===== config.mk =====
export PLATFORM = sky130hd
export DESIGN_NAME = partial_product_sequencer
export DESIGN_NICKNAME = d
export VERILOG_FILES = /design/src/rtl/partial_product_sequencer.sv
export SDC_FILE = /design/constraint.sdc
export NUM_CORES = 1
export LEC_CHECK = 0
export CELL_PAD_IN_SITES_DETAIL_PLACEMENT = 2
export CELL_PAD_IN_SITES_GLOBAL_PLACEMENT = 2
export CORE_ASPECT_RATIO = 1.4
export CORE_MARGIN = 1.5
export CORE_UTILIZATION = 32
export CTS_BUF_LIST = sky130_fd_sc_hd__clkbuf_8
export DETAILED_ROUTE_END_ITERATION = 7
export GPL_ROUTABILITY_DRIVEN = 0
export GPL_TIMING_DRIVEN = 0
export PLACE_DENSITY_LB_ADDON = 0.1
export SLEW_MARGIN = 20
export SYNTH_ARGS = -nofsm -noshare
export SYNTH_HDL_FRONTEND = slang
export SYNTH_SLANG_ARGS = --single-unit

===== constraint.sdc =====
create_clock -name clk -period 3.08 [get_ports clk]
set_input_delay 0.616 -clock clk [delete_from_list [all_inputs] [get_ports clk]]
set_output_delay 0.616 -clock clk [all_outputs]
set_load 0.02 [all_outputs]

===== src/rtl/partial_product_sequencer.sv =====
// partial_product_sequencer
//
// Sequences an unsigned HBits x HBits shift-and-add multiplication for an
// external accumulator. For each accepted start it issues a one-cycle clear
// pulse and then one partial product per multiplier bit, LSB first. The
// partial products sum to multiplicand * multiplier.
//
// Ports
//   clk          : single clock, all state updates on its rising edge
//   reset        : synchronous active-low reset
//   start        : request a new multiplication (accepted in IDLE or DONE)
//   multiplicand : operand A, captured on an accepted start
//   multiplier   : operand B, captured on an accepted start
//   pp           : registered partial product for the accumulator data input
//   sys_reset    : registered one-cycle accumulator clear pulse
//   ready        : registered, low only while partial products are issued
//   busy         : registered, high from accepted start until DONE
//   done         : registered one-cycle pulse on entry to DONE

module partial_product_sequencer #(
    parameter int NBits = 16
) (
    input  logic                 clk,
    input  logic                 reset,
    input  logic                 start,
    input  logic [NBits/2-1:0]   multiplicand,
    input  logic [NBits/2-1:0]   multiplier,
    output logic [NBits-1:0]     pp,
    output logic                 sys_reset,
    output logic                 ready,
    output logic                 busy,
    output logic                 done
);

    localparam int HBits = NBits / 2;
    localparam int IdxW  = (HBits > 1) ? $clog2(HBits) : 1;
    localparam logic [IdxW-1:0] LastIdx = IdxW'(HBits - 1);

    typedef enum logic [1:0] {
        IDLE  = 2'd0,
        CLEAR = 2'd1,
        SHIFT = 2'd2,
        DONE  = 2'd3
    } state_t;

    state_t            state, state_next;
    logic [HBits-1:0]  a_reg, a_next;
    logic [HBits-1:0]  b_reg, b_next;
    logic [IdxW-1:0]   idx, idx_next;

    logic [NBits-1:0]  pp_next;
    logic              sys_reset_next;
    logic              ready_next;
    logic              busy_next;
    logic              done_next;

    // Next-state and next-output logic. The outputs are registered, so they
    // are derived from the state being entered rather than the current one;
    // this keeps each output aligned with the state it describes.
    always_comb begin
        state_next = state;
        a_next     = a_reg;
        b_next     = b_reg;
        idx_next   = idx;

        case (state)
            IDLE, DONE: begin
                if (start) begin
                    a_next     = multiplicand;
                    b_next     = multiplier;
                    idx_next   = '0;
                    state_next = CLEAR;
                end
            end
            CLEAR: begin
                idx_next   = '0;
                state_next = SHIFT;
            end
            SHIFT: begin
                if (idx == LastIdx) begin
                    idx_next   = '0;
                    state_next = DONE;
                end else begin
                    idx_next = idx + 1'b1;
                end
            end
            default: begin
                state_next = IDLE;
            end
        endcase

        // Zero-extend A to the full product width before shifting so the
        // top bits survive the largest shift.
        pp_next = '0;
        if (state_next == SHIFT && b_next[idx_next]) begin
            pp_next = {{HBits{1'b0}}, a_next} << idx_next;
        end

        sys_reset_next = (state_next == CLEAR);
        ready_next     = (state_next != SHIFT);
        busy_next      = (state_next == CLEAR) || (state_next == SHIFT);
        // Pulse only on the transition into DONE, not while parked there.
        done_next      = (state_next == DONE) && (state != DONE);
    end

    // State, operand and output registers with synchronous active-low reset
    // taking priority over everything, including a simultaneous start.
    always_ff @(posedge clk) begin
        if (!reset) begin
            state     <= IDLE;
            a_reg     <= '0;
            b_reg     <= '0;
            idx       <= '0;
            pp        <= '0;
            sys_reset <= 1'b0;
            ready     <= 1'b1;
            busy      <= 1'b0;
            done      <= 1'b0;
        end else begin
            state     <= state_next;
            a_reg     <= a_next;
            b_reg     <= b_next;
            idx       <= idx_next;
            pp        <= pp_next;
            sys_reset <= sys_reset_next;
            ready     <= ready_next;
            busy      <= busy_next;
            done      <= done_next;
        end
    end

endmodule


Word-level counts from Yosys, hierarchy flattened:

Cells that the tools add are included.

* register bits: 41
* input port bits: 19
* word-level logic and storage cells: 39

* add/sub/neg operators: 1
* $lt $le $gt $ge: 1
* eq/ne operators: 9
* shifts and indexed selects: 1
* muxes and demuxes: 12
* reduce and logical (&&, ||, !) cells: 6

Operators by type and width (number)
* $mux 8: 4
* $shl 8x3->16: 1
* $pmux 3 s3: 1
* $eq 2x2->1 const B: 4
* $mux 3: 2
* $pmux 2 s3: 1
* $eq 2x1->1 const B: 2
* $lt 3x4->1 const B: 1
* $mux 2: 2
* $ne 2x2->1 const B: 2
* $add 3x1->3 const B: 1
* $bmux 1 s3: 1
* $eq 3x3->1 const B: 1
* $logic_and 1x1->1: 2
* $logic_not 2->1: 1
* $reduce_and 2->1: 1
* $reduce_or 2->1: 1
* $logic_or 1x1->1: 1
* $mux 1: 1

Longest topological paths before layout:

* depth after elaboration: 7
* mapped depth: 12

Worst setup path before layout:

No wires, ideal clock.

* path kind: reg-to-reg
* from: register idx[0]
* to: register pp[10]
* library setup time: 132 ps
* arrival time: 2184 ps
* data required time: 2948 ps
* path slack: 764 ps
* cell stages (with the launch flop): 9
* path buffers: 1
* cell sequence: dfxtp_1 -> ha_1 -> ha_1 -> or4b_1 -> buf_4 -> a221oi_2 -> a211oi_2 -> a211oi_4 -> nor3_1

* cells in the longest elaborated chain, start to end: 7

RTL lines
* start: declaration: line 49 `logic [IdxW-1:0] idx, idx_next;`
* start signal: assignment: line 123 `idx <= idx_next;`
* $add 3x1->3 / $eq 3x3->1 (equally long branches): line 84, 80
* $mux 3: line 80 `if (idx == LastIdx) begin`
* $pmux 3 s3: line 66 `case (state)`
* $bmux 1 s3: line 95 `if (state_next == SHIFT && b_next[idx_next]) begin`
* $mux 1 (implied by the code): line 95
* $logic_and 1x1->1: line 95
* $reduce_and 2->1 (no line)
* end signal: assignment: line 124 `pp <= pp_next;`
* end: declaration: line 28 `output logic [NBits-1:0] pp,`

Parallel ways exist; a longest one is shown, timed or not. The select of a mux whose other input is x is not followed.
A chain may end at the register's enable or synchronous reset.

Final worst setup path:

* from: register state[0]
* to: register pp[13]

* cells in the longest elaborated chain, start to end: 7

RTL lines
* start: declaration: line 46 `state_t state, state_next;`
* start signal: assignment: line 120 `state <= state_next;`
* $eq 2x2->1 / $logic_not 2->1 (equally long branches): line 66
* $reduce_or 2->1: line 66
* $pmux 3 s3 / $mux 8 (equally long branches): line 66
* $bmux 1 s3: line 95
* $mux 1 (implied by the code): line 95
* $logic_and 1x1->1: line 95
* $reduce_and 2->1 (no line)

Parallel ways exist; a longest one is shown, timed or not. The select of a mux whose other input is x is not followed.

==> impl_metrics.json <==
{
  "fin_util_pct": 41.9,
  "outcome": "finished, final reports clean",
  "vias": 1961,
  "holdBufCountCts": 0,
  "relSlewSlack_pct": 47.5,
  "postCtsSetupRepairBufs": 0,
  "fin_crit_ps": 2780,
  "rsz0062_at_grt": "false",
  "antenna_found_initial": 0,
  "coreArea_um2": 6210,
  "ios": 39,
  "drv_slew": 0,
  "worstPathArrival_ps": 2980,
  "end_kind": "register",
  "critPathMaxFanout": 10,
  "critPathKind": "reg -> reg",
  "groute.usage.overall_pct": 20.7,
  "area_growth_syn_to_layout_pct": 26.8,
  "synth.distinct_cells": 50,
  "drc": 0,
  "hold_viol": 0,
  "cp-start-kind": "register",
  "dominantRegCellSynth": "dfxtp_1",
  "final-setup-viol-count": 0,
  "dieHeight_um": 97.8,
  "cts.repair.resized": 0,
  "die_area_um2": 6920,
  "routed_wl_um": 6680,
  "antenna_cells": 0,
  "synthCells": 237,
  "grt_max_degree": 14,
  "antenna_left": 0,
  "avgViaCountPerCell": 5.56,
  "yosysWarnings": 0,
  "initial_core_util_pct": 33.1,
  "fin_skew_ps": 8.53,
  "post_dp_cell_area_um2": 2500,
  "grt_overflow": 0,
  "clockRootBuffer": "clkbuf_8",
  "mappedNetlistArea_um2": 2050,
  "cp_data_required_time_ps": 3280,
  "first_pass_iters": 4,
  "hpwl_um": 5060,
  "htreeDepth": 2,
  "grt_pass1_vias": 2162,
  "synth_edf_count": 0,
  "power-per-cell-area_nw_per_um2": 817,
  "vdd_drop_max_uv": 402,
  "drtIter0Drc": 75,
  "cts_buffer_depth": 2,
  "rows": 34,
  "layout_common_cells": "dfxtp_1, clkdlybuf4s50_1, nand2_1, nand3_1",
  "async_flop_share_pct": 0,
  "clkSinkCount": 40,
  "ys_seq_elements": 40,
  "syn-num-nets": 263,
  "die_x_um": 70.7,
  "avgSynthCellArea_um2": 8.67,
  "ys_seq_area_share_pct": 39.0,
  "total_leakage_power_nw": 0.941,
  "hp-class": "reg -> reg",
  "nets": 306,
  "cts_tree": "yes",
  "max_freq_mhz": 360,
  "wl_per_cell_um": 18.9,
  "drive_gt1_share_pct": 9.25,
  "final_area_um2": 2610,
  "final_common_cell": "dfxtp_1",
  "maxCapViolations": 0,
  "path_clk_slew_ps": 80,
  "port_buffers": 36,
  "cts_buffers": 5,
  "period_share_pct": 90.1,
  "largest_reg_flops": 15,
  "grt_pass1_wl_um": 11100,
  "clk_latency_ps": 300,
  "tightest_slew_ps": 782
}
[power by group]
group	switching, mW	internal, mW	total [mW]
registers	0.0506	0.614	0.664
logic	0.676	0.403	1.08
clock network	0.203	0.182	0.385
[worst max-delay path, stage by stage, from the launching register on]
cell and delay [ps]:
dfxtp_1 350, inv_1 60, ha_1 370, buf_4 200, buf_2 190, o21ai_1 640, nand3_1 260, nand3b_1 280
a311oi_1 320
[Yosys cell counts, drive strengths merged, types with 3 or more instances]
cell type  count  area (um^2)
and3           3         18.8
nand3b         4         30.0
a21boi        10         75.1
a211oi         4         47.5
buf           10         56.3
inv            6         22.5
a311oi         3         26.3
clkbuf         7         27.5
a31oi          5         31.3
a21oi          9         45.0
and3b          3         26.3
nor2b          7         43.8
ha             7         87.6
nor3          13         65.1
mux2i          5         50.1
and2           8         50.1
a41oi          3         26.3
nand2         24         90.1
nor2          13         48.8
nand3         14         70.1
o21ai         12         60.1
dfxtp         40          801
[per-stage QoR]
step / instances / hold slack [ps] / TNS, ps / worst slack [ps] / power [mW]
6_report: 353 / 473 / 0 / 304 / 2.13
5_1_grt: 353 / 511 / 0 / 29.2 / 2.29
4_1_cts: 353 / 480 / 0 / 270 / 2.15
3_5_place_dp: 345 / 468 / -28.1 / -17.3 / 1.76
3_3_place_gp: 345 / 458 / 0 / 104 / 1.72
2_1_floorplan: 237 / 443 / 0 / 764 / 1.39
[area by class of cell]
class | count | area, um^2
plain buffers | 17 | 83.8
fillers | 725 | 3610
flip-flops and latches | 40 | 801
clock inverters | 2 | 15.0
well taps | 72 | 90.1
clock buffers | 6 | 82.6
inverters | 6 | 22.5
multi-input cells | 174 | 1150
repair buffers | 36 | 360
[final timing paths]
kind                                           from  depth (start not counted)  slack [ps]             endpoint
worst min-delay path            b_reg[1]$_SDFF_PN0_                          2         470  b_reg[1]$_SDFF_PN0_
worst max-delay path            state[0]$_SDFF_PN0_                          8         300    pp[13]$_SDFF_PN0_
worst max register to register  state[0]$_SDFF_PN0_                          8         300    pp[13]$_SDFF_PN0_
worst min register to register  b_reg[1]$_SDFF_PN0_                          2         470  b_reg[1]$_SDFF_PN0_
[per-layer routing]
layer | wire length, um | part of all wire (%) | vias up | GRT usage [%]
li1 | - | - | 950 | -
met1 | 2770 | 42 | 951 | 23.4
met2 | 3400 | 51 | 40 | 36.4
met3 | 191 | 2.9 | 20 | 3.61
met4 | 312 | 4.7 | 0 | 10.7
met5 | 0 | 0 | - | 0
[cell families after synthesis]
group	count (synthesis)	synth area share (%)
and+or+nand+nor	96	25.0
other	1	0.183
DFF	40	39.0
muxes	5	2.44
adders and majority gates	7	4.26
buffers and inverters	23	5.18
AOI/OAI and AO/OA	65	23.9
Power figures use the tool's default switching activity.
